### src/rtl/adc_pkg.sv
// rtl/adc_pkg.sv - shared ADC read path types and default constants
package adc_pkg;

  typedef enum logic [1:0] {
    IDLE      = 2'd0,
    WAIT_RISE = 2'd1,
    WAIT_FALL = 2'd2,
    READ      = 2'd3
  } state_t;

  localparam int ADC_DATA_W = 8;
  localparam logic [ADC_DATA_W-1:0] ADC_VREF = 8'd128;

  function automatic int max_int(input int a, input int b);
    return (a > b) ? a : b;
  endfunction

endpackage

### src/rtl/sync_2ff.sv
// rtl/sync_2ff.sv - two-flop synchronizer for asynchronous ADC pins
module sync_2ff #(
  parameter int W = 1
) (
  input  logic         clk,
  input  logic         rst,
  input  logic [W-1:0] d,
  output logic [W-1:0] q
);

  logic [W-1:0] meta;

  always_ff @(posedge clk or posedge rst) begin
    if (rst) begin
      meta <= '0;
      q    <= '0;
    end else begin
      meta <= d;
      q    <= meta;
    end
  end

endmodule

### src/rtl/adc_read_ctrl.sv
// rtl/adc_read_ctrl.sv - tracks ADC BUSY after each convst fall, strobes the read and latches sample/error
module adc_read_ctrl
  import adc_pkg::*;
#(
  parameter int                DATA_W    = ADC_DATA_W,
  parameter int                RD_CYCLES = 2,
  parameter int                TIMEOUT   = 63,
  parameter logic [DATA_W-1:0] VREF      = ADC_VREF
) (
  input  logic              clk,
  input  logic              rst,
  input  logic              convst_bar,
  input  logic              busy,
  input  logic [DATA_W-1:0] adc_data,
  input  logic              flag_clr,
  output logic              cs_bar,
  output logic              rd_bar,
  output logic [DATA_W-1:0] sample,
  output logic [DATA_W:0]   error,
  output logic              sample_valid,
  output logic              timeout_err,
  output logic              overrun_err
);

  // One timer serves both the BUSY waits and the read strobe length.
  localparam int TW_RAW = $clog2(max_int(TIMEOUT, RD_CYCLES - 1) + 1);
  localparam int TW     = (TW_RAW < 1) ? 1 : TW_RAW;
  localparam logic [TW-1:0] T_MAX   = TW'(TIMEOUT);
  localparam logic [TW-1:0] RD_LAST = TW'(RD_CYCLES - 1);

  state_t            state, state_n;
  logic [TW-1:0]     timer, timer_n;
  logic              convst_q;
  logic              start;
  logic              busy_s;
  logic              cs_n, rd_n, valid_n, terr_n, oerr_n;
  logic [DATA_W-1:0] sample_n;
  logic [DATA_W:0]   error_n;

  sync_2ff #(.W(1)) u_busy_sync (
    .clk (clk),
    .rst (rst),
    .d   (busy),
    .q   (busy_s)
  );

  assign start = convst_q & ~convst_bar;

  always_ff @(posedge clk or posedge rst) begin
    if (rst) begin
      state        <= IDLE;
      timer        <= '0;
      convst_q     <= 1'b1;
      cs_bar       <= 1'b1;
      rd_bar       <= 1'b1;
      sample       <= '0;
      error        <= '0;
      sample_valid <= 1'b0;
      timeout_err  <= 1'b0;
      overrun_err  <= 1'b0;
    end else begin
      state        <= state_n;
      timer        <= timer_n;
      convst_q     <= convst_bar;
      cs_bar       <= cs_n;
      rd_bar       <= rd_n;
      sample       <= sample_n;
      error        <= error_n;
      sample_valid <= valid_n;
      timeout_err  <= terr_n;
      overrun_err  <= oerr_n;
    end
  end

  always_comb begin
    state_n  = state;
    timer_n  = timer;
    cs_n     = cs_bar;
    rd_n     = rd_bar;
    sample_n = sample;
    error_n  = error;
    valid_n  = 1'b0;
    // Sticky flags: clear first so a same-cycle set event wins.
    terr_n   = flag_clr ? 1'b0 : timeout_err;
    oerr_n   = flag_clr ? 1'b0 : overrun_err;

    if (start && (state != IDLE)) oerr_n = 1'b1;

    case (state)
      IDLE: begin
        if (start) begin
          state_n = WAIT_RISE;
          timer_n = '0;
        end
      end
      WAIT_RISE: begin
        if (busy_s) begin
          state_n = WAIT_FALL;
          timer_n = '0;
        end else if (timer == T_MAX) begin
          state_n = IDLE;
          terr_n  = 1'b1;
        end else begin
          timer_n = timer + TW'(1);
        end
      end
      WAIT_FALL: begin
        if (!busy_s) begin
          state_n = READ;
          timer_n = '0;
          cs_n    = 1'b0;
          rd_n    = 1'b0;
        end else if (timer == T_MAX) begin
          state_n = IDLE;
          terr_n  = 1'b1;
        end else begin
          timer_n = timer + TW'(1);
        end
      end
      READ: begin
        if (timer == RD_LAST) begin
          sample_n = adc_data;
          error_n  = {1'b0, VREF} - {1'b0, adc_data};
          valid_n  = 1'b1;
          cs_n     = 1'b1;
          rd_n     = 1'b1;
          state_n  = IDLE;
          timer_n  = '0;
        end else begin
          timer_n = timer + TW'(1);
        end
      end
      default: state_n = IDLE;
    endcase
  end

endmodule

### config.mk
export PLATFORM = sky130hd
export DESIGN_NAME = adc_read_ctrl
export DESIGN_NICKNAME = d
export VERILOG_FILES = /design/src/rtl/adc_pkg.sv /design/src/rtl/sync_2ff.sv /design/src/rtl/adc_read_ctrl.sv
export SDC_FILE = /design/constraint.sdc
export NUM_CORES = 1
export LEC_CHECK = 0
export CORE_MARGIN = 2
export CORE_UTILIZATION = 45
export DETAILED_ROUTE_END_ITERATION = 12
export PLACE_DENSITY_LB_ADDON = 0.08
export SYNTH_ARGS = -nofsm -noshare
export SYNTH_HDL_FRONTEND = slang
export SYNTH_SLANG_ARGS = --single-unit
### constraint.sdc
create_clock -name clk -period 1.7 [get_ports clk]
set_clock_uncertainty 0.2 [all_clocks]
set_input_delay 0.17 -clock clk [delete_from_list [all_inputs] [get_ports clk]]
set_output_delay 0.17 -clock clk [all_outputs]
set_load 0.005 [all_outputs]
==> results of run 1 <==
==> cell families after synthesis <==
family,count (synthesis),share of synthesized area
compound gates,43,0.190
simple gates,43,0.160
flops,31,0.467
buf+inv,16,0.0503
mux,8,0.0586
fa+ha+maj,7,0.0526
xor+xnor,4,0.0210
==> power groups by stage <==
stage	clock network [uW]	registers, uW	logic [uW]
2_1_floorplan	0	1160	668
3_3_place_gp	0	1140	1500
3_5_place_dp	0	1150	1530
4_1_cts	602	1150	1650
5_1_grt	645	1180	1990
6_report	582	1150	1830
==> through the flow <==
step	std cells	setup TNS, ps	power [uW]
after global placement	259	-2880	2640
after CTS	272	-472	3400
after detailed placement	259	-3320	2690
final	277	-768	3560
after global routing	277	-1780	3820
after floorplan	152	-145	1830
==> metal layers <==
metal	vias up	track usage
met5	-	0
met4	0	0.104
met3	8	0.0451
met2	31	0.318
met1	695	0.249
li1	707	-
==> placed cells by master (no fill, tap or decap), types with 5 or more instances in the layout <==
cell,netlist,layout
sky130_fd_sc_hd__clkdlybuf4s50_1,0,30
sky130_fd_sc_hd__nand2b_1,6,5
sky130_fd_sc_hd__dfrtp_1,29,25
sky130_fd_sc_hd__clkbuf_8,0,6
sky130_fd_sc_hd__nand2_1,12,11
sky130_fd_sc_hd__buf_4,2,35
sky130_fd_sc_hd__o21ai_0,15,10
sky130_fd_sc_hd__inv_1,10,7
sky130_fd_sc_hd__mux2_2,6,5
sky130_fd_sc_hd__a22o_1,7,7
==> what timing repair did <==
| action | CTS | global route |
|---|---|---|
| pin swaps | 9 | 8 |
| hold buffers | 1 | 0 |
| setup buffers | 5 | 5 |
| gates resized for setup | 29 | 19 |
| hold endpoints to repair | 6 | 0 |
| endpoints found under the setup margin | 27 | 19 |
==> worst paths after layout <==
| kind | start | to | slack, ps | cells after the start |
|---|---|---|---|---|
| worst max-delay path | state[1] | timer[3] | -120 | 6 |
| max in group asynchronous | rst | timer[4] | 310 | 4 |
| worst max register to register | state[1] | timer[3] | -120 | 6 |
| min in group asynchronous | rst | timeout_err | 530 | 3 |
| worst min-delay path | convst_bar | convst_q | 120 | 1 |
| worst min register to register | u_busy_sync.meta | u_busy_sync.q | 160 | 0 |
==> area by class of cell <==
type                    count  area, um2  area share
clock inverters             1       5.00     0.00190
well taps                  48       60.1      0.0228
inverters                  10       37.5      0.0143
multi-input cells         105        962       0.366
repair buffers             76        701       0.266
flip-flops and latches     31        783       0.298
clock buffers               6       82.6      0.0314
==> state kept, by name (all words and copies together) (netlist names) <==
signal	count
timeout_err	1
u_busy_sync.q	1
u_busy_sync.meta	1
sample_valid	1
sample	8
error	8
convst_q	1
timer	6
overrun_err	1
rd_bar	1
state	2
==> impl_metrics.sql, run 1 <==
INSERT INTO impl_metrics (metric_group, metric, value, unit) VALUES
('floorplan', 'die_height', '64.8', 'um'),
('setup_path', 'worstPathRequired', '1670', 'ps'),
('layout', 'area_growth_syn_to_layout', '58.0', '%'),
('setup_path', 'path_cells', 'buf_6 -> ha_4 -> mux2_4 -> nand4_1 -> o21ai_1 -> a22o_1', ''),
('placement', 'dpl_worst_slack', '-490', 'ps'),
('synthesis', 'cell_variety_after_synth', '44', ''),
('layout', 'post_layout_nets', '249', ''),
('cts', 'tritoncts_clock_tree', 'built', ''),
('synthesis', 'synth.net_count', '172', ''),
('power_and_ir_drop', 'net-switching-power', '1150', 'uW'),
('setup_path', 'critical_path.max_stage_delay', '420', 'ps'),
('synthesis', 'postSynthCellCount', '152', ''),
('drt', 'detail_route.iter0.violations', '53', ''),
('floorplan', 'num_rows', '22', ''),
('global_route', 'grt_overflow_total', '0', ''),
('synthesis', 'yosys.area.top_type', 'sky130_fd_sc_hd__dfrtp_1', ''),
('drt', 'avgRoutedWirePerCell', '14.7', 'um'),
('global_route', 'grt_pass1_vias', '1466', ''),
('placement', 'dp_hpwl', '2850', 'um'),
('setup_path', 'critical_path_class', 'flip-flop to flip-flop', ''),
('setup_path', 'cp.buffers_inverters', '1', ''),
('setup_path', 'worst-endpoint-arrival', '1790', 'ps'),
('run_status', 'violated_checks', 'negative setup slack', ''),
('power_and_ir_drop', 'combinationalPowerShare', '0.514', ''),
('run_status', 'result_of_the_run', 'complete, but fails checks', ''),
('floorplan', 'core-area', '3610', 'um2'),
('sta', 'fmax', '550', 'MHz'),
('synthesis', 'syn_area_per_cell', '11.0', 'um2'),
('drt', 'avgViaCountPerCell', '5.20', ''),
('floorplan', 'die-width', '64.8', 'um'),
('global_route', 'grt_first_pass_wirelength', '6360', 'um'),
('sta', 'setup_viol_count_final', '10', ''),
('drt', 'highest_layer', 'met4', ''),
('synthesis', 'synth.top_cells.by_area', 'sky130_fd_sc_hd__dfrtp_1, sky130_fd_sc_hd__ha_1, sky130_fd_sc_hd__o21ai_0', ''),
('floorplan', 'die-area', '4200', 'um2'),
('sta', 'slew_violations', '0', ''),
('sta', 'worst-slew-pin-transition', '386', 'ps'),
('layout', 'drive_gt1_frac', '0.406', ''),
('synthesis', 'ys_async_sr_fraction', '1.00', ''),
('setup_path', 'setup.worst_path.start_class', 'flip-flop', ''),
('setup_path', 'cp_max_fo', '6', ''),
('sta', 'timing.slew.headroom', '0.743', ''),
('cts', 'clk_latency', '280', 'ps'),
('global_route', 'maximum_number_of_pins_on_one_net_before_global_route_repair', '24', ''),
('cts', 'clk_pin_slew_worst_paths', '60', 'ps'),
('drt', 'postRouteAntennaNets', '0', ''),
('drt', 'routed-wl-met3', '127', 'um'),
('synthesis', 'postSynth.topFlopCell', 'sky130_fd_sc_hd__dfrtp_1', ''),
('run', 'cap_viol_max_count', '0', ''),
('synthesis', 'number_of_flops_mapped_to_enable_cells_by_yosys', '0', ''),
('layout', 'final_core_util', '0.730', ''),
('power_and_ir_drop', 'sequentialPowerShare', '0.322', ''),
('global_route', 'number_of_antenna_violations_at_the_first_check_in_global_routing', '0', ''),
('power_and_ir_drop', 'total_leakage_power', '0.00124', 'uW'),
('drt', 'dr.pass1.iters', '4', ''),
('cts', 'ctsHtreeMaxLevel', '2', ''),
('layout', 'final.fill_count', '270', ''),
('drt', 'drc_errors', '0', ''),
('power_and_ir_drop', 'share_clk_of_total_power', '0.164', ''),
('power_and_ir_drop', 'cellPowerDensity', '1350', 'nW/um2'),
('sta', 'worst_slack', '-120', 'ps'),
('sta', 'timing.final.crit_period', '1820', 'ps'),
('worst_hold_path', 'hold_class', 'input pin to flip-flop', ''),
('drt', 'route.layer.met1.wl', '1880', 'um'),
('power_and_ir_drop', 'vdd.ir_drop.worst', '0.000866', 'V'),
('drt', 'routed-via-count', '1441', ''),
('sta', 'rsz_0062_raised_after_global_routing', 'true', ''),
('cts', 'clockRootBuffer', 'sky130_fd_sc_hd__clkbuf_8', ''),
('setup_path', 'critical_path.top_delay_family', 'flip-flops', ''),
('synthesis', 'postSynthRegisterBits', '31', ''),
('placement', 'gp_congestion', '0.884', '');
No activity file was read; power rests on OpenSTA's default activity.
==> run 2, diff against run 1 <==
MAX_ROUTING_LAYER = met4   (was unset)
PLACE_DENSITY_LB_ADDON = 0.2   (was 0.08)
==> impl_metrics.sql, run 2 (synthesis gave the netlist of run 1 again) <==
INSERT INTO impl_metrics (metric_group, metric, value, unit) VALUES
('sta', 'timing.final.crit_period', '1830', 'ps'),
('cts', 'ctsHtreeMaxLevel', '2', ''),
('layout', 'final.fill_count', '269', ''),
('worst_hold_path', 'holdPathStages', '3', ''),
('global_route', 'number_of_antenna_violations_at_the_first_check_in_global_routing', '0', ''),
('global_route', 'maximum_number_of_pins_on_one_net_before_global_route_repair', '24', ''),
('setup_path', 'worst-endpoint-arrival', '1800', 'ps'),
('drt', 'drc_errors', '0', ''),
('layout', 'drive_gt1_frac', '0.377', ''),
('drt', 'wirelength', '4140', 'um'),
('layout', 'layout.cells.most_common', 'sky130_fd_sc_hd__buf_4', ''),
('worst_hold_path', 'hold_class', 'input pin to flip-flop', ''),
('drt', 'routed-via-count', '1460', ''),
('global_route', 'grt_pass1_vias', '1434', ''),
('setup_path', 'cp_max_fo', '7', ''),
('setup_path', 'critical_path.top_delay_family', 'compound AO/OA/AOI/OAI gates', ''),
('sta', 'worst_slack', '-132', 'ps'),
('setup_path', 'setup.worst_path.end_class', 'flip-flop', ''),
('sta', 'worst-slew-pin-transition', '403', 'ps'),
('sta', 'rsz_0062_raised_after_global_routing', 'true', ''),
('floorplan', 'boundaryPins', '35', ''),
('setup_path', 'path_cells', 'nor4_4 -> buf_4 -> a21boi_4 -> o211a_1 -> o22a_1', ''),
('setup_path', 'cpMaxStageDelayCell', 'sky130_fd_sc_hd__dfrtp_2', ''),
('run_status', 'result_of_the_run', 'complete, but fails checks', ''),
('power_and_ir_drop', 'cellPowerDensity', '1350', 'nW/um2'),
('sta', 'fmax', '546', 'MHz'),
('drt', 'dr.pass1.iters', '4', ''),
('sta', 'final_hold_viol_count', '0', ''),
('cts', 'tritoncts_clock_tree', 'built', ''),
('setup_path', 'worstPathRequired', '1670', 'ps'),
('cts', 'clk_latency', '280', 'ps'),
('placement', 'dp_hpwl', '2870', 'um'),
('setup_path', 'critical_path_class', 'flip-flop to flip-flop', ''),
('layout', 'mostFrequentLayoutCells', 'sky130_fd_sc_hd__buf_4, sky130_fd_sc_hd__clkdlybuf4s50_1, sky130_fd_sc_hd__dfrtp_1', ''),
('sta', 'tns', '-1400', 'ps'),
('floorplan', 'die-area', '4200', 'um2'),
('floorplan', 'initial_utilization', '0.462', ''),
('cts', 'number_of_buffers_inserted_during_clock_tree_synthesis', '5', ''),
('global_route', 'gr-usage-all-layers', '0.211', ''),
('global_route', 'grt_first_pass_wirelength', '6540', 'um'),
('sta', 'final_min_period_over_clock_period', '1.08', ''),
('power_and_ir_drop', 'vdd.ir_drop.worst', '0.000854', 'V'),
('run_status', 'violated_checks', 'negative setup slack', ''),
('power_and_ir_drop', 'total_leakage_power', '0.00121', 'uW'),
('setup_path', 'rrSetupSlack', '-130', 'ps'),
('drt', 'avgViaCountPerCell', '5.29', ''),
('setup_path', 'reg2reg_depth', '5', ''),
('layout', 'post_layout_nets', '247', ''),
('layout', 'antennaDiodeCount', '0', ''),
('setup_path', 'worstSetupPathDepth', '5', ''),
('placement', 'post-place-cells', '259', ''),
('placement', 'dpl_worst_slack', '-467', 'ps'),
('cts', 'cts.sink_count', '31', ''),
('layout', 'biggestRegsByFlops', 'error: 8 flops, sample: 8 flops, timer: 6 flops', ''),
('cts', 'clk_pin_slew_worst_paths', '60', 'ps'),
('cts', 'cts.path.max_buffers', '2', ''),
('placement', 'port_buffers', '34', ''),
('floorplan', 'num_rows', '22', ''),
('placement', 'gp_congestion', '0.938', ''),
('global_route', 'grt_overflow_total', '0', ''),
('drt', 'postRouteAntennaNets', '0', ''),
('floorplan', 'die_height', '64.8', 'um'),
('sta', 'timing.slew.headroom', '0.731', ''),
('setup_path', 'setup.worst_path.start_class', 'flip-flop', ''),
('setup_path', 'critical_path.max_stage_delay', '450', 'ps'),
('floorplan', 'die-width', '64.8', 'um'),
('drt', 'avgRoutedWirePerCell', '15.0', 'um'),
('setup_path', 'cp.buffers_inverters', '1', ''),
('cts', 'clockRootBuffer', 'sky130_fd_sc_hd__clkbuf_8', ''),
('layout', 'area_growth_syn_to_layout', '53.0', '%'),
('sta', 'slew_violations', '0', ''),
('layout', 'layout.cells.non_filler', '276', ''),
('drt', 'detail_route.iter0.violations', '39', ''),
('run', 'cap_viol_max_count', '0', ''),
('sta', 'final_layout_worst_hold_slack', '12.6', 'ps'),
('sta', 'setup_viol_count_final', '25', ''),
('floorplan', 'core-area', '3610', 'um2'),
('layout', 'final_core_util', '0.707', '');
run 2: worst reg2reg max path, stage by stage, from the launching register on:
cell,delay [ps]
sky130_fd_sc_hd__dfrtp_2,450
sky130_fd_sc_hd__nor4_4,400
sky130_fd_sc_hd__buf_4,200
sky130_fd_sc_hd__a21boi_4,80
sky130_fd_sc_hd__o211a_1,220
sky130_fd_sc_hd__o22a_1,190
run 2: layout make-up:
type                       instances  area (um2)  share of cell area
sequential                        31         783               0.307
inverter                          10        37.5              0.0147
clock buffer                       7        76.3              0.0299
timing repair buffer              73         662               0.260
clock inverter                     1        5.00             0.00196
multi-input combinational        106         925               0.363
tap                               48        60.1              0.0236
run 2: final timing paths:
path / from / end
max in group asynchronous: rst / timer[3]
worst min-delay path: adc_data[0] / sample[0]
worst min register to register: u_busy_sync.meta / u_busy_sync.q
min in group asynchronous: rst / u_busy_sync.q
worst max-delay path: timer[5] / timer[2]
worst max register to register: timer[5] / timer[2]
run 2: per-stage QoR:
stage,total power [uW],cell area (um2)
floorplan,1830,1670
global placement,2600,2270
detailed placement,2650,2270
CTS,3350,2460
global route,3650,2550
finish,3430,2550
run 2: metal layers:
layer  vias up  track usage  routed length [um]
met5         -            -                   0
met4         0       0.0745                  44
met3         5       0.0486                 142
met2        32        0.335                2070
met1       714        0.266                1880
li1        709            -                   -
run 2: report_power, final:
group	switching [uW]	internal [uW]
Sequential	176	993
Clock	272	287
Combinational	688	1020
Total	1140	2300
run 2: timing repair:
action,CTS,global route
cloned,0,1
buffers inserted,4,3
resized for setup,22,19
hold endpoints to repair,6,0
pin swaps,8,6
hold buffers,1,0
setup endpoints to repair,26,28
